## src/rtl/uart_pkg.sv

```systemverilog
// Shared types and constants for the UART transmit-side arbiter.
package uart_pkg;

    localparam int unsigned BYTE_W           = 8;
    localparam int unsigned DEF_BUSY_TIMEOUT = 16;

    typedef enum logic [1:0] {
        StIdle,
        StLoad,
        StWaitBusy,
        StWaitDone
    } tx_state_e;

endpackage

```

## src/rtl/uart_tx_arbiter_if.sv

```systemverilog
// Requester and transmitter signals of the UART transmit arbiter.
interface uart_tx_arbiter_if
    import uart_pkg::*;
#(
    parameter int unsigned NUM_REQ = 4
);
    localparam int unsigned IDX_W = $clog2(NUM_REQ);

    logic [NUM_REQ-1:0]        req_valid;
    logic [BYTE_W*NUM_REQ-1:0] req_data;
    logic [NUM_REQ-1:0]        req_last;
    logic [NUM_REQ-1:0]        req_ready;
    logic [BYTE_W-1:0]         tx_data;
    logic                      tx_wr_en;
    logic                      tx_busy;
    logic                      grant_valid;
    logic [IDX_W-1:0]          grant_idx;
    logic                      err_timeout;

    // Environment side: requesters plus the transmitter's busy flag.
    modport master (
        output req_valid, req_data, req_last, tx_busy,
        input  req_ready, tx_data, tx_wr_en, grant_valid, grant_idx, err_timeout
    );

    modport slave (
        input  req_valid, req_data, req_last, tx_busy,
        output req_ready, tx_data, tx_wr_en, grant_valid, grant_idx, err_timeout
    );

endinterface

```

## src/rtl/rr_pick.sv

```systemverilog
// Combinational round-robin picker: first set request at or after ptr_i, wrapping.
module rr_pick #(
    parameter  int unsigned NUM_REQ = 4,
    localparam int unsigned IDX_W   = $clog2(NUM_REQ)
) (
    input  logic [NUM_REQ-1:0] req_i,
    input  logic [IDX_W-1:0]   ptr_i,
    output logic               found_o,
    output logic [IDX_W-1:0]   idx_o
);

    logic [IDX_W-1:0] cand;

    always_comb begin
        found_o = 1'b0;
        idx_o   = '0;
        cand    = '0;
        for (int k = 0; k < NUM_REQ; k++) begin
            cand = IDX_W'((int'(ptr_i) + k) % NUM_REQ);
            if (!found_o && req_i[cand]) begin
                found_o = 1'b1;
                idx_o   = cand;
            end
        end
    end

endmodule

```

## src/rtl/uart_tx_arbiter.sv

```systemverilog
// Round-robin arbiter sharing one UART transmitter between NUM_REQ byte streams;
// a grant is held for a whole message so messages never interleave.
module uart_tx_arbiter
    import uart_pkg::*;
#(
    parameter int unsigned NUM_REQ      = 4,
    parameter int unsigned BUSY_TIMEOUT = DEF_BUSY_TIMEOUT
) (
    input  logic              clk_50m,
    input  logic              rst_n,
    uart_tx_arbiter_if.slave  bus
);

    localparam int unsigned IDX_W = $clog2(NUM_REQ);
    localparam int unsigned CNT_W = $clog2(BUSY_TIMEOUT);

    tx_state_e         state_q;
    logic [IDX_W-1:0]  ptr_q;
    logic [IDX_W-1:0]  grant_idx_q;
    logic              grant_valid_q;
    logic              tx_wr_en_q;
    logic              err_timeout_q;
    logic              last_q;
    logic [BYTE_W-1:0] tx_data_q;
    logic [CNT_W-1:0]  cnt_q;

    logic              pick_found;
    logic [IDX_W-1:0]  pick_idx;
    logic [IDX_W-1:0]  next_ptr;
    logic              own_valid;
    logic              own_last;
    logic [BYTE_W-1:0] own_data;
    logic [NUM_REQ-1:0] req_ready;

    rr_pick #(
        .NUM_REQ (NUM_REQ)
    ) u_rr_pick (
        .req_i   (bus.req_valid),
        .ptr_i   (ptr_q),
        .found_o (pick_found),
        .idx_o   (pick_idx)
    );

    assign own_valid = bus.req_valid[grant_idx_q];
    assign own_last  = bus.req_last[grant_idx_q];
    assign next_ptr  = (grant_idx_q == IDX_W'(NUM_REQ - 1)) ? '0 : grant_idx_q + 1'b1;

    always_comb begin
        own_data = '0;
        for (int i = 0; i < NUM_REQ; i++) begin
            if (grant_idx_q == IDX_W'(i)) begin
                own_data = bus.req_data[i*BYTE_W +: BYTE_W];
            end
        end
    end

    // The byte is taken on the same edge that leaves LOAD, so ready marks that cycle.
    always_comb begin
        req_ready = '0;
        if (state_q == StLoad && own_valid) begin
            req_ready[grant_idx_q] = 1'b1;
        end
    end

    always_ff @(posedge clk_50m or negedge rst_n) begin
        if (!rst_n) begin
            state_q       <= StIdle;
            ptr_q         <= '0;
            grant_idx_q   <= '0;
            grant_valid_q <= 1'b0;
            tx_wr_en_q    <= 1'b0;
            err_timeout_q <= 1'b0;
            last_q        <= 1'b0;
            tx_data_q     <= '0;
            cnt_q         <= '0;
        end else begin
            tx_wr_en_q    <= 1'b0;
            err_timeout_q <= 1'b0;
            unique case (state_q)
                StIdle: begin
                    if (pick_found && !bus.tx_busy) begin
                        grant_valid_q <= 1'b1;
                        grant_idx_q   <= pick_idx;
                        state_q       <= StLoad;
                    end
                end
                StLoad: begin
                    if (own_valid) begin
                        tx_data_q  <= own_data;
                        tx_wr_en_q <= 1'b1;
                        last_q     <= own_last;
                        cnt_q      <= '0;
                        state_q    <= StWaitBusy;
                    end
                end
                StWaitBusy: begin
                    if (bus.tx_busy) begin
                        state_q <= StWaitDone;
                    end else if (cnt_q == CNT_W'(BUSY_TIMEOUT - 1)) begin
                        // Byte is dropped; the message owner loses its turn.
                        err_timeout_q <= 1'b1;
                        grant_valid_q <= 1'b0;
                        ptr_q         <= next_ptr;
                        state_q       <= StIdle;
                    end else begin
                        cnt_q <= cnt_q + 1'b1;
                    end
                end
                StWaitDone: begin
                    if (!bus.tx_busy) begin
                        if (last_q) begin
                            grant_valid_q <= 1'b0;
                            ptr_q         <= next_ptr;
                            state_q       <= StIdle;
                        end else begin
                            state_q <= StLoad;
                        end
                    end
                end
                default: state_q <= StIdle;
            endcase
        end
    end

    assign bus.req_ready   = req_ready;
    assign bus.tx_data     = tx_data_q;
    assign bus.tx_wr_en    = tx_wr_en_q;
    assign bus.grant_valid = grant_valid_q;
    assign bus.grant_idx   = grant_idx_q;
    assign bus.err_timeout = err_timeout_q;

endmodule

```

## src/flat_wrapper.sv

```systemverilog
// flat-port wrapper written by rule: the top's interface ports become plain ports
module uart_tx_arbiter_flat import uart_pkg::*;
#(
    parameter int unsigned NUM_REQ      = 4,
    parameter int unsigned BUSY_TIMEOUT = DEF_BUSY_TIMEOUT
)
  (clk_50m, rst_n, bus_req_valid, bus_req_data, bus_req_last, bus_tx_busy, bus_req_ready, bus_tx_data, bus_tx_wr_en, bus_grant_valid, bus_grant_idx, bus_err_timeout);
  uart_tx_arbiter_if #(.NUM_REQ(NUM_REQ)) bus_i ();
  input  logic clk_50m;
  input  logic rst_n;
  input wire logic [$bits(bus_i.req_valid)-1:0] bus_req_valid;
  input wire logic [$bits(bus_i.req_data)-1:0] bus_req_data;
  input wire logic [$bits(bus_i.req_last)-1:0] bus_req_last;
  input wire logic [$bits(bus_i.tx_busy)-1:0] bus_tx_busy;
  output wire logic [$bits(bus_i.req_ready)-1:0] bus_req_ready;
  output wire logic [$bits(bus_i.tx_data)-1:0] bus_tx_data;
  output wire logic [$bits(bus_i.tx_wr_en)-1:0] bus_tx_wr_en;
  output wire logic [$bits(bus_i.grant_valid)-1:0] bus_grant_valid;
  output wire logic [$bits(bus_i.grant_idx)-1:0] bus_grant_idx;
  output wire logic [$bits(bus_i.err_timeout)-1:0] bus_err_timeout;
  assign bus_i.req_valid = bus_req_valid;
  assign bus_i.req_data = bus_req_data;
  assign bus_i.req_last = bus_req_last;
  assign bus_i.tx_busy = bus_tx_busy;
  assign bus_req_ready = bus_i.req_ready;
  assign bus_tx_data = bus_i.tx_data;
  assign bus_tx_wr_en = bus_i.tx_wr_en;
  assign bus_grant_valid = bus_i.grant_valid;
  assign bus_grant_idx = bus_i.grant_idx;
  assign bus_err_timeout = bus_i.err_timeout;
  uart_tx_arbiter #(.NUM_REQ(NUM_REQ), .BUSY_TIMEOUT(BUSY_TIMEOUT)) u_core (.clk_50m(clk_50m), .rst_n(rst_n), .bus(bus_i));
endmodule
```

## config.mk

```make
export PLATFORM = sky130hd
export DESIGN_NAME = uart_tx_arbiter_flat
export DESIGN_NICKNAME = d
export VERILOG_FILES = /design/src/rtl/uart_pkg.sv /design/src/rtl/uart_tx_arbiter_if.sv /design/src/rtl/rr_pick.sv /design/src/rtl/uart_tx_arbiter.sv /design/src/flat_wrapper.sv
export SDC_FILE = /design/constraint.sdc
export NUM_CORES = 1
export LEC_CHECK = 0
export CORE_MARGIN = 5
export CORE_UTILIZATION = 42
export DETAILED_ROUTE_END_ITERATION = 16
export GPL_ROUTABILITY_DRIVEN = 0
export GPL_TIMING_DRIVEN = 0
export HOLD_SLACK_MARGIN = 0.08
export MAX_ROUTING_LAYER = met4
export PLACE_DENSITY_LB_ADDON = 0.08
export SLEW_MARGIN = 20
export SYNTH_ARGS = -nofsm -noshare
export SYNTH_HDL_FRONTEND = slang
export SYNTH_SLANG_ARGS = --single-unit
```

## constraint.sdc

```tcl
create_clock -name clk_50m -period 2.25 [get_ports clk_50m]
set_input_delay 0.45 -clock clk_50m [delete_from_list [all_inputs] [get_ports clk_50m]]
set_output_delay 0.45 -clock clk_50m [all_outputs]
set_load 0.02 [all_outputs]
```

Word level (Yosys, flattened, before mapping)
Index checks and enable logic that the tools add are counted.
{ "word_totals": {"regBits": 22, "inputBits": 43, "wordCells": 111} }
{ "op_classes": {"n_addsub": 5, "magnitude_cmp": 6, "eq_ne": 15, "muxes": 55, "reduce_logical": 21} }
{ "ops": {"columns": ["op", "count"], "rows": [
  ["2-to-1 mux 8 bit", 4],
  ["2-to-1 mux 2 bit", 14],
  ["2-to-1 mux 1 bit", 22],
  ["2-to-1 mux 4 bit", 4],
  ["< comparator 2 x 3 -> 1 bit, second input constant", 5],
  ["binary-select mux 1 bit (select 2 bit)", 6],
  ["== test 2 bit, second input constant", 4],
  ["!= test 2 x 1 -> 1 bit, second input constant", 4],
  ["one-hot mux 2 bit (4 select lines)", 1],
  ["one-hot mux 4 bit (2 select lines)", 1],
  ["AND reduction 4 bit", 2],
  ["logical AND 1 bit", 6],
  ["!= test 2 bit, second input constant", 3],
  ["AND reduction 6 bit", 1],
  ["AND reduction 5 bit", 1],
  ["adder 2 x 1 -> 2 bit, second input constant", 2],
  ["adder 2 bit, second input constant", 2],
  ["adder 4 x 1 -> 4 bit, second input constant", 1],
  ["== test 2 x 1 -> 1 bit, second input constant", 2],
  ["== test 4 bit, second input constant", 1],
  ["logical NOT 1 bit", 4],
  ["logical NOT 2 bit", 2],
  ["one-hot mux 2 bit (2 select lines)", 1],
  ["AND reduction 2 bit", 2],
  ["6 further kinds", 7]
]} }

Longest topological paths before layout
Gate-level depths: netlist of run 1.
{ "depth": {"word_depth": 15, "mapped_depth": 8, "mapped_depth_nobuf": 6} }

Cells and area by module
A second synthesis of run 1 with hierarchy kept.
{ "hier_totals": {"hier_cells": 181, "hier_area_um2": 1615.3} }
{ "by_module_without_submodules": {"columns": ["module", "instances", "cells_each", "area_each_um2"], "rows": [
  ["uart_tx_arbiter", 1, 166, 1537.7],
  ["rr_pick", 1, 15, 77.6]
]} }

Worst setup path before layout of run 1
OpenSTA, ideal clock, no wires.
{ "synth_path": {"kind": "register -> output", "start": "register u_core.grant_idx_q[0], in the netlist u_core.bus.grant_idx[0]", "end": "output port bus_req_ready[2]", "t_arrival_ps": 1589, "t_required_ps": 1800, "path_slack_ps": 211, "path_stages_with_launch": 6, "path_cell_list": "dfrtp_1 -> inv_1 -> ha_1 -> clkbuf_1 -> clkbuf_1 -> and2_1"} }
{ "synth_via": {"elab_chain_len": 5, "elab_cells_between_ends": 9, "cone_classes": "order compare (2); mux (5); reduce/logical (2)"} }
{ "synth_rtl": {"columns": ["item", "line_no", "text"], "rows": [
  ["start, declared", "uart_tx_arbiter.sv:19", "logic [IDX_W-1:0] grant_idx_q;"],
  ["start signal, assigned", "uart_tx_arbiter.sv:83", "grant_idx_q <= pick_idx;"],
  ["< comparator 2 x 3 -> 1 bit (implied by the code) or greater-or-equal comparator 2 x 1 -> 1 bit (tied branches)", "uart_tx_arbiter.sv:61", "req_ready[grant_idx_q] = 1'b1;"],
  ["logical AND 1 bit (implied by the code)", "uart_tx_arbiter.sv:61", null],
  ["2-to-1 mux 1 bit (implied by the code)", "uart_tx_arbiter.sv:61", null],
  ["demux 1 bit (select 2 bit)", null, null],
  ["2-to-1 mux 4 bit *", "uart_tx_arbiter.sv:60", "if (state_q == StLoad && own_valid) begin"],
  ["end, declared", "flat_wrapper.sv:15", "output wire logic [$bits(bus_i.req_ready)-1:0] bus_req_ready;"]
]} }
Mark *: on every way between the ends. The rest lies on a longest branch, timed or not. The select of a mux whose other input is x is not followed.

Final worst setup path of run 1
{ "layout_path": {"start": "register u_core.grant_idx_q[0], in the netlist u_core.bus.grant_idx[0]", "end": "output port bus_req_ready[3]"} }
Same word-level chain as after synthesis.

==> flow_summary.yaml, run 1 <==
run_status:
  run_status: "complete, no violations"
power_and_ir_drop:
  combPwrFrac: 0.632
  swShare: 0.4145
  p_seq_frac: 0.279
  power_density_nw_per_um2: 1175
  p_int_w: 0.001454
  vdd_drop_max_mv: 0.8120
  p_clk_frac: 0.089
  p_switching_w: 0.001029
  p_leak_nw: 0.9114
floorplanning:
  dieArea_um2: 4483
  start_util: 0.4427
  die_w_um: 66.96
  std_cell_rows: 20
  die_h_um: 66.96
  core_area_um2: 3078
  ioPinCount: 60
detailed_routing:
  wl_per_cell_um: 15.16
  first_iter_violations: 76
  antenna_left: 0
  via_count: 1403
  drc: 0
  via_per_inst: 5.417
  firstDrtPassIters: 4
  routed_wl_um: 3926
clock_tree:
  clk_path_buf_depth: 2
  cts_sinks: 22
  holdBufCountCts: 0
  cts_made_buffers: 3
  cts_max_level: 1
  cts-root-buf: "clkbuf_4"
  clk_latency_ns: 0.31
  cts_tree: "built"
  clkTransAtPathRegs_ns: 0.12
synthesis:
  yosysWarnings: 0
  synth_edf_count: 0
  async_flop_share: 1.000
  synth_top_area_cell: "dfrtp_1"
  netlist_top_cells_area: "dfrtp_1 40%, ha_1 4.6%, a211o_1 4.5%"
  synth_area_per_cell_um2: 9.269
  synth_area_um2: 1363
  synth_top_area_frac: 0.4040
  yosys-top-cells-count: "22 x dfrtp_1, 13 x inv_1, 12 x nor2_1"
  synth_nets: 195
  ys_types: 36
  yosysMostFrequentCell: "dfrtp_1"
  synth_cells: 147
  yosysSeqAreaShare: 0.4040
  synth-seq-cells: 22
  synth_ff_type: "dfrtp_1"
layout:
  seq_area_um2: 554.3
  antenna_cells: 0
  fin_nets: 264
  syn_to_final_growth_pct: 55.10
  drive_gt1_frac: 0.1674
  final-instance-count-excl-fill: 259
  multi_input_comb_area_um2: 762.0
  final_core_util: 0.6866
  fill_cells: 266
critical_path:
  slowest_stage: "dfrtp_2"
  slowest_delay_ns: 0.45
  crit_chain: "or3b_4 -> o22ai_4 -> buf_6 -> and2_1 -> buf_2"
  arrival_ns: 1.71
  critPathMaxFanout: 7
  r2r_setup_slack_ns: 0.14
  path_class: "flip-flop to output port"
  critical_path_required_ns: 1.80
  critPathCaptureType: "output port"
  start_kind: "flip-flop"
sta:
  finalMaxSlewViolations: 0
  tightest_slew_ns: 0.5644
  fin_crit_sh: 0.9598
  slew_headroom: 0.6203
  clock_skew_ns: 0.002812
  grt_setup_unrepaired: "no"
  setup_tns_ns: 0
  finalHoldViolCount: 0
  setup_viol: 0
  period_needed_ns: 2.159
  max_freq_ghz: 0.4631
grt:
  grt_max_degree: 23
  antenna_found_initial: 0
  grt_pass1_vias: 1333
  grt_usage: 0.1831
  grt_pass1_wl_um: 6168
  grt-ovfl-total: 0
place:
  io_buffers: 59
  hpwl_um: 2938
  dp_cells: 250
hold_path:
  hp-class: "input pin to asynchronous set/reset pin"
job:
  maxCapViolCount: 0
[worst max-delay path, delay by kind of cell, from the launching register on]
family | cells | cell delay, ns
flops | 1 | 0.45
compound gates | 1 | 0.15
buf+inv | 2 | 0.30
simple gates | 2 | 0.51
[cells in the final DEF (no fill, tap or decap), drive strengths merged]
master         synthesis  final
a211o                  7      7
a211oi                 1      1
a21o                   1      1
a21oi                  9      9
a221oi                 7      7
a22oi                  1      1
a31oi                  7      7
and2                   4      4
and3                   1      1
buf                    3     17
clkbuf                 5      5
clkdlybuf4s50          0     50
dfrtp                 22     22
dlygate4sd2            0      4
ha                     5      5
inv                   13     13
mux2                   4      4
mux2i                  4      4
mux4                   1      1
nand2                 11     11
nand2b                 2      2
nand3                  3      3
nand3b                 2      2
nor2                  12     12
nor2b                  2      2
nor3                   1      1
nor3b                  3      3
nor4                   3      3
o2111ai                1      1
o21ai                  6      6
o21bai                 1      1
o22ai                  2      2
or3b                   1      1
xor2                   2      2
[timing repair]
action	4_1_cts	5_1_grt
resized for setup	32	9
cloned	0	0
setup buffers	7	0
endpoints found under the setup margin	4	4
pin swaps	1	0
[layout make-up]
cell class,instances,share of cell area
flip-flops and latches,22,0.2623
plain buffers,6,0.02072
well taps,44,0.02605
repair buffers,66,0.2901
clock buffers,4,0.01717
multi-input cells,104,0.3606
inverters,13,0.02309
[metrics by stage]
step | setup slack, ns | cell area, um2 | power (W) | hold WS, ns
finish | 0.09053 | 2113 | 0.002484 | 0.08420
global route | 0.004864 | 2113 | 0.002677 | 0.1059
CTS | 0.01375 | 2091 | 0.002454 | 0.5321
detailed placement | -0.6921 | 2008 | 0.002123 | 0.5065
global placement | -0.6692 | 2008 | 0.002079 | 0.4828
floorplan | 0.2111 | 1363 | 0.001578 | 0.1544
[per-layer routing]
| metal | routed length (um) | part of all wire | up-vias | global-route usage |
|---|---|---|---|---|
| li1 | - | - | 671 | - |
| met1 | 1751 | 0.45 | 669 | 0.2247 |
| met2 | 1801 | 0.46 | 56 | 0.2970 |
| met5 | 0 | 0 | - | - |
| met3 | 317 | 0.081 | 7 | 0.04722 |
| met4 | 55 | 0.014 | 0 | 0.05316 |
[power groups by stage]
stage	logic, W	clock network (W)	registers (W)
floorplan	0.000764	0	0.000814
global placement	0.00139	0	0.000694
detailed placement	0.00142	0	0.000706
CTS	0.00154	0.000230	0.000683
global route	0.00171	0.000253	0.000716
finish	0.00157	0.000221	0.000693
[sequential cells by signal, summed over array words and instances (netlist names)]
register,flops
u_core.bus.tx_data,8
u_core.cnt_q,4
u_core.bus.grant_idx,2
u_core.ptr_q,2
u_core.state_q,2
u_core.bus.err_timeout,1
u_core.bus.grant_valid,1
u_core.bus.tx_wr_en,1
u_core.last_q,1
[kinds of logic (layout without fill, tap and decap cells)]
kind of cell | after synthesis | after routing | share of synthesized area
adder cells (fa/ha/maj) | 5 | 5 | 0.04591
XOR/XNOR | 2 | 2 | 0.01286
multiplexers | 9 | 9 | 0.07897
AO/OA/AOI/OAI | 43 | 43 | 0.2250
buffers and inverters | 21 | 89 | 0.06245
flip-flops | 22 | 22 | 0.4040
AND/OR/NAND/NOR | 45 | 45 | 0.1708
[worst paths after layout]
check | from | end | depth (start not counted)
hold reg to reg | u_core.cnt_q[0]$_DFFE_PN0P_ | u_core.cnt_q[0]$_DFFE_PN0P_ | 1
setup reg to reg | u_core.bus.grant_idx[0]$_DFFE_PN0P_ | u_core.bus.tx_data[7]$_DFFE_PN0P_ | 7
min in group clk_50m | u_core.cnt_q[0]$_DFFE_PN0P_ | u_core.cnt_q[0]$_DFFE_PN0P_ | 1
setup / recovery | u_core.bus.grant_idx[0]$_DFFE_PN0P_ | bus_req_ready[3] | 5
max in group asynchronous | rst_n | u_core.bus.grant_idx[0]$_DFFE_PN0P_ | 1
hold / removal | rst_n | u_core.bus.tx_data[0]$_DFFE_PN0P_ | 1
(Power assumes the default switching activity.)
==> run 2, diff against run 1 <==
==> constraint.sdc (replaced) <==
create_clock -name clk_50m -period 2.25 [get_ports clk_50m]
set_input_delay 0.225 -clock clk_50m [delete_from_list [all_inputs] [get_ports clk_50m]]
set_output_delay 0.225 -clock clk_50m [all_outputs]
set_load 0.02 [all_outputs]
==> run 2 against run 1 <==
Against the previous run: clock power about the same; combinational power decreased by 8%; register-to-register slack improved by 0.09 ns; via count is 2.5% lower; sequential share of layout area is 0.67 points higher; largest power group unchanged.
==> flow_summary.yaml, run 2 (synthesis gave the netlist of run 1 again) <==
clock_tree:
  cts-root-buf: "clkbuf_4"
  clk_latency_ns: 0.31
  clk_path_buf_depth: 2
  cts_made_buffers: 3
  cts_tree: "built"
  cts_max_level: 1
  clkTransAtPathRegs_ns: 0.12
  cts_sinks: 22
layout:
  largest_reg_flops: 8
  layout_commonest_cell: "clkdlybuf4s50_1"
  syn_to_final_growth_pct: 50.87
  fin_nets: 261
  final_cell_mix: "54 x clkdlybuf4s50_1, 20 x dfrtp_1, 13 x inv_1, 12 x nor2_1, 11 x nand2_1"
  drive_gt1_frac: 0.1321
  antenna_cells: 0
  final_core_util: 0.6679
power_and_ir_drop:
  power_density_nw_per_um2: 1148
  combPwrFrac: 0.614
  vdd_drop_max_mv: 0.7661
  swShare: 0.4188
  p_seq_frac: 0.293
  p_clk_frac: 0.094
  p_int_w: 0.001372
  p_switching_w: 0.0009887
  p_leak_nw: 0.8814
critical_path:
  rr_worst_depth: 6
  critPathCaptureType: "output port"
  start_kind: "flip-flop"
  critPathMaxFanout: 10
  r2r_setup_slack_ns: 0.23
  path_class: "flip-flop to output port"
  reg2reg_from: "u_core.bus.grant_idx[1]$_DFFE_PN0P_"
  startpoint: "u_core.state_q[1]$_DFFE_PN0P_"
  crit_end: "bus_req_ready[2]"
  critical_path_required_ns: 2.03
  arrival_ns: 1.83
  r2r_end: "u_core.bus.tx_data[5]$_DFFE_PN0P_"
place:
  pre_cts_ws_ns: -0.2421
  hpwl_um: 2938
  io_buffers: 59
floorplanning:
  dieArea_um2: 4483
  ioPinCount: 60
  die_w_um: 66.96
  core_area_um2: 3078
  start_util: 0.4427
  die_h_um: 66.96
  std_cell_rows: 20
sta:
  slew_headroom: 0.6278
  fin_ws_ns: 0.1923
  holdWs_ns: 0.3961
  fin_crit_sh: 0.9145
  tightest_slew_ns: 0.5531
  finalMaxSlewViolations: 0
  period_needed_ns: 2.058
  clock_skew_ns: 0.004538
  setup_viol: 0
  finalHoldViolCount: 0
  grt_setup_unrepaired: "no"
  max_freq_ghz: 0.4860
detailed_routing:
  drc: 0
  wl_per_cell_um: 14.75
  firstDrtPassIters: 4
  first_iter_violations: 101
  via_count: 1368
  via_per_inst: 5.344
  antenna_left: 0
  routed_wl_um: 3776
grt:
  grt_usage: 0.1776
  grt-ovfl-total: 0
  grt_max_degree: 23
  grt_pass1_wl_um: 6003
  antenna_found_initial: 0
  grt_pass1_vias: 1307
job:
  maxCapViolCount: 0
hold_path:
  hp-class: "input pin to asynchronous set/reset pin"
run_status:
  run_status: "complete, no violations"
## run 2: stage by stage
stage,instance area [um2],power (W),TNS [ns],cells
final,2056,0.002361,0,256
after global routing,2056,0.002558,0,256
after CTS,2053,0.002366,0,253
after floorplan,1363,0.001578,0,147
after global placement,2008,0.002079,-0.8677,250
after detailed placement,2008,0.002123,-0.9541,250
## run 2: area by class of cell
cell class	instances	area, um2
fill	266	1022
timing repair buffer	63	598.1
tap	44	55.05
sequential	22	553.0
buffer	6	32.53
multi-input combinational	104	732.0
clock buffer	4	36.28
inverter	13	48.80
## run 2: metal layers
metal / vias up / global-route usage / share of wire
met5: - / - / 0
met1: 651 / 0.2194 / 0.45
met2: 49 / 0.2847 / 0.46
met4: 0 / 0.05316 / 0.015
li1: 661 / - / -
met3: 7 / 0.04722 / 0.078
## run 2: worst min path at each step
stage,start,endpoint,depth (start not counted)
2_1_floorplan,rst_n,u_core.bus.err_timeout$_DFF_PN0_,0
3_3_place_gp,u_core.cnt_q[0]$_DFFE_PN0P_,u_core.cnt_q[0]$_DFFE_PN0P_,1
3_5_place_dp,u_core.cnt_q[1]$_DFFE_PN0P_,u_core.cnt_q[1]$_DFFE_PN0P_,1
4_1_cts,bus_req_data[26],u_core.bus.tx_data[2]$_DFFE_PN0P_,3
5_1_grt,rst_n,u_core.bus.tx_data[0]$_DFFE_PN0P_,2
6_report,rst_n,u_core.bus.tx_data[0]$_DFFE_PN0P_,2
## run 2: worst max-delay path, cell delays in order (launching register included)
cell and delay [ns]:
dfrtp_2 0.47, or3b_1 0.43, o22ai_4 0.15, buf_4 0.19
and2_1 0.13, clkbuf_2 0.16
## run 2: repair_timing
| action | 4_1_cts | 5_1_grt |
|---|---|---|
| endpoints found under the setup margin | 4 | 4 |
| buffers inserted | 1 | 2 |
| hold buffers | 0 | 1 |
| endpoints found under the hold margin | 0 | 22 |
| gates resized for setup | 13 | 7 |
| pin swaps | 1 | 0 |
## run 2: power by group through the flow
stage	logic, W	registers (W)	clock network, W
5_1_grt	0.00159	0.000720	0.000252
2_1_floorplan	0.000764	0.000814	0
6_report	0.00145	0.000691	0.000221
3_3_place_gp	0.00139	0.000694	0
3_5_place_dp	0.00142	0.000706	0
4_1_cts	0.00144	0.000699	0.000230
